`config.mk`:
```
export PLATFORM = sky130hd
export DESIGN_NAME = brc_comparator_iter
export DESIGN_NICKNAME = d
export VERILOG_FILES = /design/src/rtl/brc_pkg.sv /design/src/rtl/brc_chunk_cmp.sv /design/src/rtl/brc_comparator_iter.sv
export SDC_FILE = /design/constraint.sdc
export NUM_CORES = 1
export LEC_CHECK = 0
export BUFFER_PORTS_ARGS = -buffer_cell sky130_fd_sc_hd__buf_2
export CORE_AREA = 2 2 81 83
export CTS_CLUSTER_SIZE = 8
export DETAILED_ROUTE_END_ITERATION = 8
export DIE_AREA = 0 0 83 85
export PLACE_DENSITY = 0.93
export SKIP_CTS_REPAIR_TIMING = 1
export SLEW_MARGIN = 10
export SYNTH_ARGS = -nofsm -noshare
export SYNTH_HDL_FRONTEND = slang
export SYNTH_HIERARCHICAL = 1
export SYNTH_SLANG_ARGS = --single-unit
```
`constraint.sdc`:
```
create_clock -name clk -period 6.4 [get_ports clk]
set_clock_uncertainty 0.2 [all_clocks]
set_input_delay 1.28 -clock clk [delete_from_list [all_inputs] [get_ports clk]]
set_output_delay 1.28 -clock clk [all_outputs]
set_load 0.005 [all_outputs]
```
`src/rtl/brc_pkg.sv`:
```
// Shared types and elaboration helpers for the iterative branch comparator.
// Chunk geometry is derived once here so every file agrees on it.
package brc_pkg;

    typedef enum logic [1:0] {
        IDLE = 2'd0,
        CMP  = 2'd1,
        DONE = 2'd2
    } brc_state_e;

    function automatic int brc_nchunk(input int width, input int chunk);
        return width / chunk;
    endfunction

    // idx needs at least one bit even when there is a single chunk
    function automatic int brc_idx_w(input int nchunk);
        return (nchunk > 1) ? $clog2(nchunk) : 1;
    endfunction

    function automatic bit brc_geom_ok(input int width, input int chunk);
        return (chunk > 0) && (width >= chunk) && ((width % chunk) == 0);
    endfunction

endpackage

```
`src/rtl/brc_chunk_cmp.sv`:
```
// Combinational CHUNK-bit magnitude compare with optional MSB inversion,
// which turns an unsigned compare into a two's-complement one.
module brc_chunk_cmp
    import brc_pkg::*;
#(
    parameter int CHUNK = 8
) (
    input  logic [CHUNK-1:0] x,
    input  logic [CHUNK-1:0] y,
    input  logic             flip_msb,
    output logic             eq,
    output logic             lt
);

    logic [CHUNK-1:0] w_xf;
    logic [CHUNK-1:0] w_yf;

    always_comb begin
        w_xf            = x;
        w_yf            = y;
        w_xf[CHUNK-1]   = x[CHUNK-1] ^ flip_msb;
        w_yf[CHUNK-1]   = y[CHUNK-1] ^ flip_msb;
    end

    assign eq = (x == y);
    assign lt = (w_xf < w_yf);

endmodule

```
`src/rtl/brc_comparator_iter.sv`:
```
// Multi-cycle branch comparator: walks operand chunks MSB-first and
// stops at the first differing chunk, with valid/ready on both sides.
module brc_comparator_iter
    import brc_pkg::*;
#(
    parameter int WIDTH = 32,
    parameter int CHUNK = 8
) (
    input  logic             clk,
    input  logic             rst_n,
    input  logic             in_valid,
    output logic             in_ready,
    input  logic [WIDTH-1:0] a,
    input  logic [WIDTH-1:0] b,
    input  logic             is_unsigned,
    output logic             out_valid,
    input  logic             out_ready,
    output logic             A_eq_B,
    output logic             A_lt_B
);

    localparam int NCHUNK = brc_nchunk(WIDTH, CHUNK);
    localparam int IDXW   = brc_idx_w(NCHUNK);
    localparam logic [IDXW-1:0] LAST = IDXW'(NCHUNK - 1);

    if (!brc_geom_ok(WIDTH, CHUNK)) begin : g_bad_geom
        $error("brc_comparator_iter: WIDTH must be a multiple of CHUNK");
    end

    brc_state_e                   r_state;
    logic [IDXW-1:0]              r_idx;
    logic [NCHUNK-1:0][CHUNK-1:0] r_a;
    logic [NCHUNK-1:0][CHUNK-1:0] r_b;
    logic                         r_uns;
    logic                         r_eq;
    logic                         r_lt;
    logic                         r_out_valid;
    logic                         r_in_ready;

    logic [CHUNK-1:0] w_a_chunk;
    logic [CHUNK-1:0] w_b_chunk;
    logic             w_flip;
    logic             w_eq;
    logic             w_lt;

    assign w_a_chunk = r_a[r_idx];
    assign w_b_chunk = r_b[r_idx];
    // Only the top chunk carries the sign bit
    assign w_flip    = !r_uns && (r_idx == LAST);

    brc_chunk_cmp #(
        .CHUNK    (CHUNK)
    ) u_cmp (
        .x        (w_a_chunk),
        .y        (w_b_chunk),
        .flip_msb (w_flip),
        .eq       (w_eq),
        .lt       (w_lt)
    );

    always_ff @(posedge clk or negedge rst_n) begin
        if (!rst_n) begin
            r_state     <= IDLE;
            r_idx       <= '0;
            r_a         <= '0;
            r_b         <= '0;
            r_uns       <= 1'b0;
            r_eq        <= 1'b0;
            r_lt        <= 1'b0;
            r_out_valid <= 1'b0;
            r_in_ready  <= 1'b1;
        end else begin
            unique case (r_state)
                IDLE: begin
                    if (in_valid) begin
                        r_a        <= a;
                        r_b        <= b;
                        r_uns      <= is_unsigned;
                        r_idx      <= LAST;
                        r_in_ready <= 1'b0;
                        r_state    <= CMP;
                    end
                end
                CMP: begin
                    if (!w_eq) begin
                        r_eq        <= 1'b0;
                        r_lt        <= w_lt;
                        r_out_valid <= 1'b1;
                        r_state     <= DONE;
                    end else if (r_idx == '0) begin
                        r_eq        <= 1'b1;
                        r_lt        <= 1'b0;
                        r_out_valid <= 1'b1;
                        r_state     <= DONE;
                    end else begin
                        r_idx <= r_idx - 1'b1;
                    end
                end
                DONE: begin
                    if (out_ready) begin
                        r_out_valid <= 1'b0;
                        r_in_ready  <= 1'b1;
                        r_state     <= IDLE;
                    end
                end
                default: begin
                    r_out_valid <= 1'b0;
                    r_in_ready  <= 1'b1;
                    r_state     <= IDLE;
                end
            endcase
        end
    end

    assign in_ready  = r_in_ready;
    assign out_valid = r_out_valid;
    assign A_eq_B    = r_eq;
    assign A_lt_B    = r_lt;

endmodule

```
Yosys cells after proc, flatten, opt, wreduce, memory -nomap -nowiden
Index checks and enable logic that the tools add are counted.

Register bits after elaboration: 73. Input port bits: 69. Output and inout port bits: 4.

$add $sub $neg: 1. $lt $le $gt $ge: 2. Equality and inequality tests: 10. Muxes and demuxes: 23. Bitwise gates (word level): 4. Reductions and logical operators: 11.

Operators by type and width (count): binary-select mux 8 bit (select 2 bit) (2); 2-to-1 mux 8 bit (2); 2-to-1 mux 2 bit (7); AND reduction 3 bit (3); == test 8 bit (1); less-than comparator 8 bit (1); 2-to-1 mux 1 bit (8); != test 2 bit, second input constant (4); one-hot mux 1 bit (3 select lines) (2); one-hot mux 2 bit (3 select lines) (1); == test 2 bit, second input constant (2); zero test 2 bit (2); one-hot mux 2 bit (2 select lines) (1); AND reduction 2 bit (2); AND reduction 4 bit (1); less-than comparator 2 x 3 -> 1 bit, second input constant (1); != test 3 bit, second input constant (1); == test 2 x 1 -> 1 bit, second input constant (1); != test 2 x 1 -> 1 bit, second input constant (1); inverter 1 bit (2); nonzero test 2 bit (1); subtractor 2 x 1 -> 2 bit, second input constant (1); XOR 1 bit (2); logical AND 1 bit (1); zero test 1 bit (1).

Longest topological paths before layout
Depth in word-level cells: 5. Gate-level depth with buffers: 10. Gate-level depth less buffers: 8.

By module
Netlist, hierarchy kept.

By module, submodules not included: brc_comparator_iter (times used 1, cells each 199, area an instance 3235.6 um^2); brc_chunk_cmp (times used 1, cells each 33, area an instance 220.2 um^2).

Least setup slack after synthesis
Ideal clock, no wire load.

Path type: register to register. From: reg r_idx[0]. To: reg r_idx[0]. Setup time: 0.126 ns. Data arrival time: 2.245 ns. Setup slack: 3.828 ns. Cell stages (with the launch flop): 9. Cells stage by stage: dfrtp_1 buf_2 mux4_2 ha_1 nand2_1 nor4_1 nand2b_1 mux2i_1 a21oi_1.

Longest elaborated chain between the ends: 5. Elaborated cells on any way between the ends: 13.

Ends and longest elaborated chain: start: declaration (line brc_comparator_iter.sv:31) `logic [IDXW-1:0] r_idx;`; start signal: assignment (line brc_comparator_iter.sv:96) `r_idx <= r_idx - 1'b1;`; binary-select mux 8 bit (select 2 bit) (line brc_comparator_iter.sv:46) `assign w_a_chunk = r_a[r_idx];`; 2-to-1 mux 8 bit (not written as such) (line brc_comparator_iter.sv:46); net w_a_chunk[6] (line brc_comparator_iter.sv:40) `logic [CHUNK-1:0] w_a_chunk;`; == test 8 bit (line brc_chunk_cmp.sv:25) `assign eq = (x == y);`; net w_eq (line brc_comparator_iter.sv:43) `logic w_eq;`; != test 2 bit (no line); AND reduction 4 bit (no line).

The timed path passes the listed nets, and every way through them passes these cells. The select of a mux whose other input is x is not followed. A chain may end at the register's enable or synchronous reset.

Worst setup path after layout
From: reg r_idx[1]. To: reg r_idx[0].

Same word-level chain as after synthesis.

==> impl_metrics.toml <==
[floorplan]
die_area_mm2 = 0.00706
die_w_um = 83
die_h_um = 85
rows = 29
core_area_mm2 = 0.00620
start_util_pct = 55.7
io_pins = 73

[synth]
ys_ff_latch = 73
syn_nets = 310
synth_xor_area_share_pct = 0.253
yosys-top-cells-area = "dfrtp_1 52%, mux2_1 13%, mux4_2 10%"
synth_cell_types = 28
synthAdderAreaFrac_pct = 3.26
syn_area_mm2 = 0.00346
yosysSeqAreaShare_pct = 52.9
synth_top_family_by_area = "multiplexers"
synth-simple-area-share_pct = 3.44
synthCells = 232
synth-compound-area-share_pct = 3.58
synth.avg_cell_area_um2 = 14.9
synth_top_cell_area_share_pct = 52.1
synth_warnings = 6
yosys-mux-area-fraction_pct = 32.2
yosysTopAreaCell = "dfrtp_1"

[global_route]
grt_pass1_wl_um = 10600
antenna_found_initial = 0
grt_max_degree = 74
grt_pass1_vias = 2225
overflow = 0
grt.total_usage_pct = 19.4

[placement]
placed_cells = 371
gp_congestion = 0.743
port_buffers = 72
hpwl_um = 4390

[critical_path]
worstPathArrival_ns = 3.00
crit_family = "flip-flops"
path_class = "flop to flop"
cp.depth = 7
rrSetupSlack_ns = 3.41
cp_max_fo = 20
worst_path_max_delay_cell = "dfrtp_1"
cp.required_ns = 6.41
crit_buf_inv = 0
crit_path_end_kind = "flop"
max_stage_delay_ns = 0.90
worst_r2r_path_depth = 7
path_cells = "mux4_2, ha_1, nand2_1, nor4_1, nand2b_1, mux2i_1, a21oi_1"
worstSetupStartpointType = "flop"

[cts]
htreeDepth = 3
clkSinkCount = 73
clk_latency_ns = 0.34
cts_root_buf = "clkbuf_8"
path_clk_slew_ns = 0.07
cts_buffer_depth = 2
tritoncts = "built"
numCtsBuffers = 9

[drt]
first_pass_iters = 4
wl_met2_um = 3240
route.detailed.wl_per_inst_um = 16.0
wl_met1_um = 2580
dr.max_layer_used = "met4"
vias = 2075
ant_nets = 0
route.met3.wl_um = 292
wl_um = 6190
vias_per_cell = 5.36
drc_errors = 0
drt-initial-drc-count = 150

[finish]
drive_gt1_share_pct = 43.2
num-fill-cells = 480
diodes = 0
final_cells = 387
syn_to_final_growth_pct = 16.8
nets = 383

[power_and_ir_drop]
irDropWorstVdd_v = 0.000253
power.leakage_nw = 1.88
power.density_mw_per_mm2 = 457

[outcome]
status = "completed"

[timing]
worst_pin_slew_ns = 0.895
setup-tns-final_ns = 0
setup_viol = 0
final_max_slew_viol_count = 0
rsz0062_at_grt = "no"
fmax_mhz = 334
finalHoldViolCount = 0
slew_headroom_pct = 40.3
period_share_pct = 46.7
fin_crit_ns = 2.99

[run]
drv_cap = 0

[min_path]
min_path_type = "flop to flop"
whs_path_depth = 1
[flip-flops by register name (all words and copies together), names as in the netlist]
name / cells
r_idx: 2
r_b: 32
r_uns: 1
r_a: 32
r_state: 2
in_ready: 1
A_lt_B: 1
out_valid: 1
A_eq_B: 1
[cells in the mapped netlist (all sizes together)]
master	instances
dfrtp	72
mux2	65
mux4	16
buf	12
inv	12
ha	9
a21oi	8
nor2	8
nand2	7
nand2b	4
nor2b	3
mux2i	2
o21ai	2
a211o	1
a221oi	1
a22o	1
dfstp	1
nor3b	1
nor4	1
o211ai	1
o21ba	1
o21bai	1
o22a	1
o31ai	1
xnor2	1
[layer usage]
| layer | GRT usage (%) | up-vias |
|---|---|---|
| met5 | 0 | - |
| met4 | 6.86 | 0 |
| met3 | 5.25 | 9 |
| met2 | 33.9 | 49 |
| met1 | 23.4 | 1038 |
| li1 | - | 979 |
[power by group]
| group | total (mW) | leakage, nW | internal, mW | switching [mW] |
|---|---|---|---|---|
| registers | 0.811 | 0.849 | 0.689 | 0.122 |
| logic | 0.662 | 0.925 | 0.384 | 0.278 |
| clock network | 0.371 | 0.107 | 0.212 | 0.159 |
| total | 1.84 | 1.88 | 1.28 | 0.559 |
[cell type report]
type / instances / area [um2] / share of cell area (%)
Timing Repair Buffer: 74 / 378 / 9.36
Inverter: 12 / 45.0 / 1.12
Sequential cell: 73 / 1830 / 45.3
Clock inverter: 2 / 35.0 / 0.868
Tap cell: 77 / 96.3 / 2.39
Clock buffer: 14 / 173 / 4.28
Multi-Input combinational cell: 135 / 1480 / 36.7
[path summary, 6_finish.rpt]
kind	startpoint	end
setup / recovery	r_idx[1]$_DFFE_PN0P_	r_idx[0]$_DFFE_PN0P_
hold / removal	r_b[26]$_DFFE_PN0P_	r_b[26]$_DFFE_PN0P_
setup reg to reg	r_idx[1]$_DFFE_PN0P_	r_idx[0]$_DFFE_PN0P_
hold reg to reg	r_b[26]$_DFFE_PN0P_	r_b[26]$_DFFE_PN0P_
max in group asynchronous	rst_n	r_a[18]$_DFFE_PN0P_
min in group asynchronous	rst_n	r_b[14]$_DFFE_PN0P_
[worst reg2reg max path, delay by kind of cell (launching register included)]
family / cells / cell delay, ns
AOI/OAI and AO/OA: 1 / 0.09
adders and majority gates: 1 / 0.32
DFF: 1 / 0.90
muxes: 2 / 0.63
and+or+nand+nor: 3 / 0.71
[through the flow]
step                      hold WS (ns)  cell area (um2)  power (mW)  util, %  setup WS, ns
final                            0.285             4040        1.84     65.1          3.41
after global routing             0.306             4040        1.98     65.1          3.13
after CTS                        0.288             4040        1.86     65.1          3.41
after detailed placement         0.271             3830        1.49     61.7          3.39
after global placement           0.262             3830        1.44     61.7          3.43
after floorplan                  0.252             3460        1.33        -          3.83
[logic make-up after synthesis]
group                      count (synthesis)
AOI/OAI and AO/OA                         18
xor gates and xnor gates                   1
adders and majority gates                  9
buffers and inverters                     24
DFF                                       73
muxes                                     83
and+or+nand+nor                           24
[cell usage in the layout, fill, tap and decap left out, drive strengths merged]
cell	n
a211o	1
a21oi	8
a221oi	1
a22o	1
buf	74
bufinv	1
clkbuf	14
clkinv	1
dfrtp	72
dfstp	1
ha	9
inv	12
mux2	65
mux2i	2
mux4	16
nand2	7
nand2b	4
nor2	8
nor2b	3
nor3b	1
nor4	1
o211ai	1
o21ai	2
o21ba	1
o21bai	1
o22a	1
o31ai	1
xnor2	1
No activity file was read; power rests on OpenSTA's default activity.
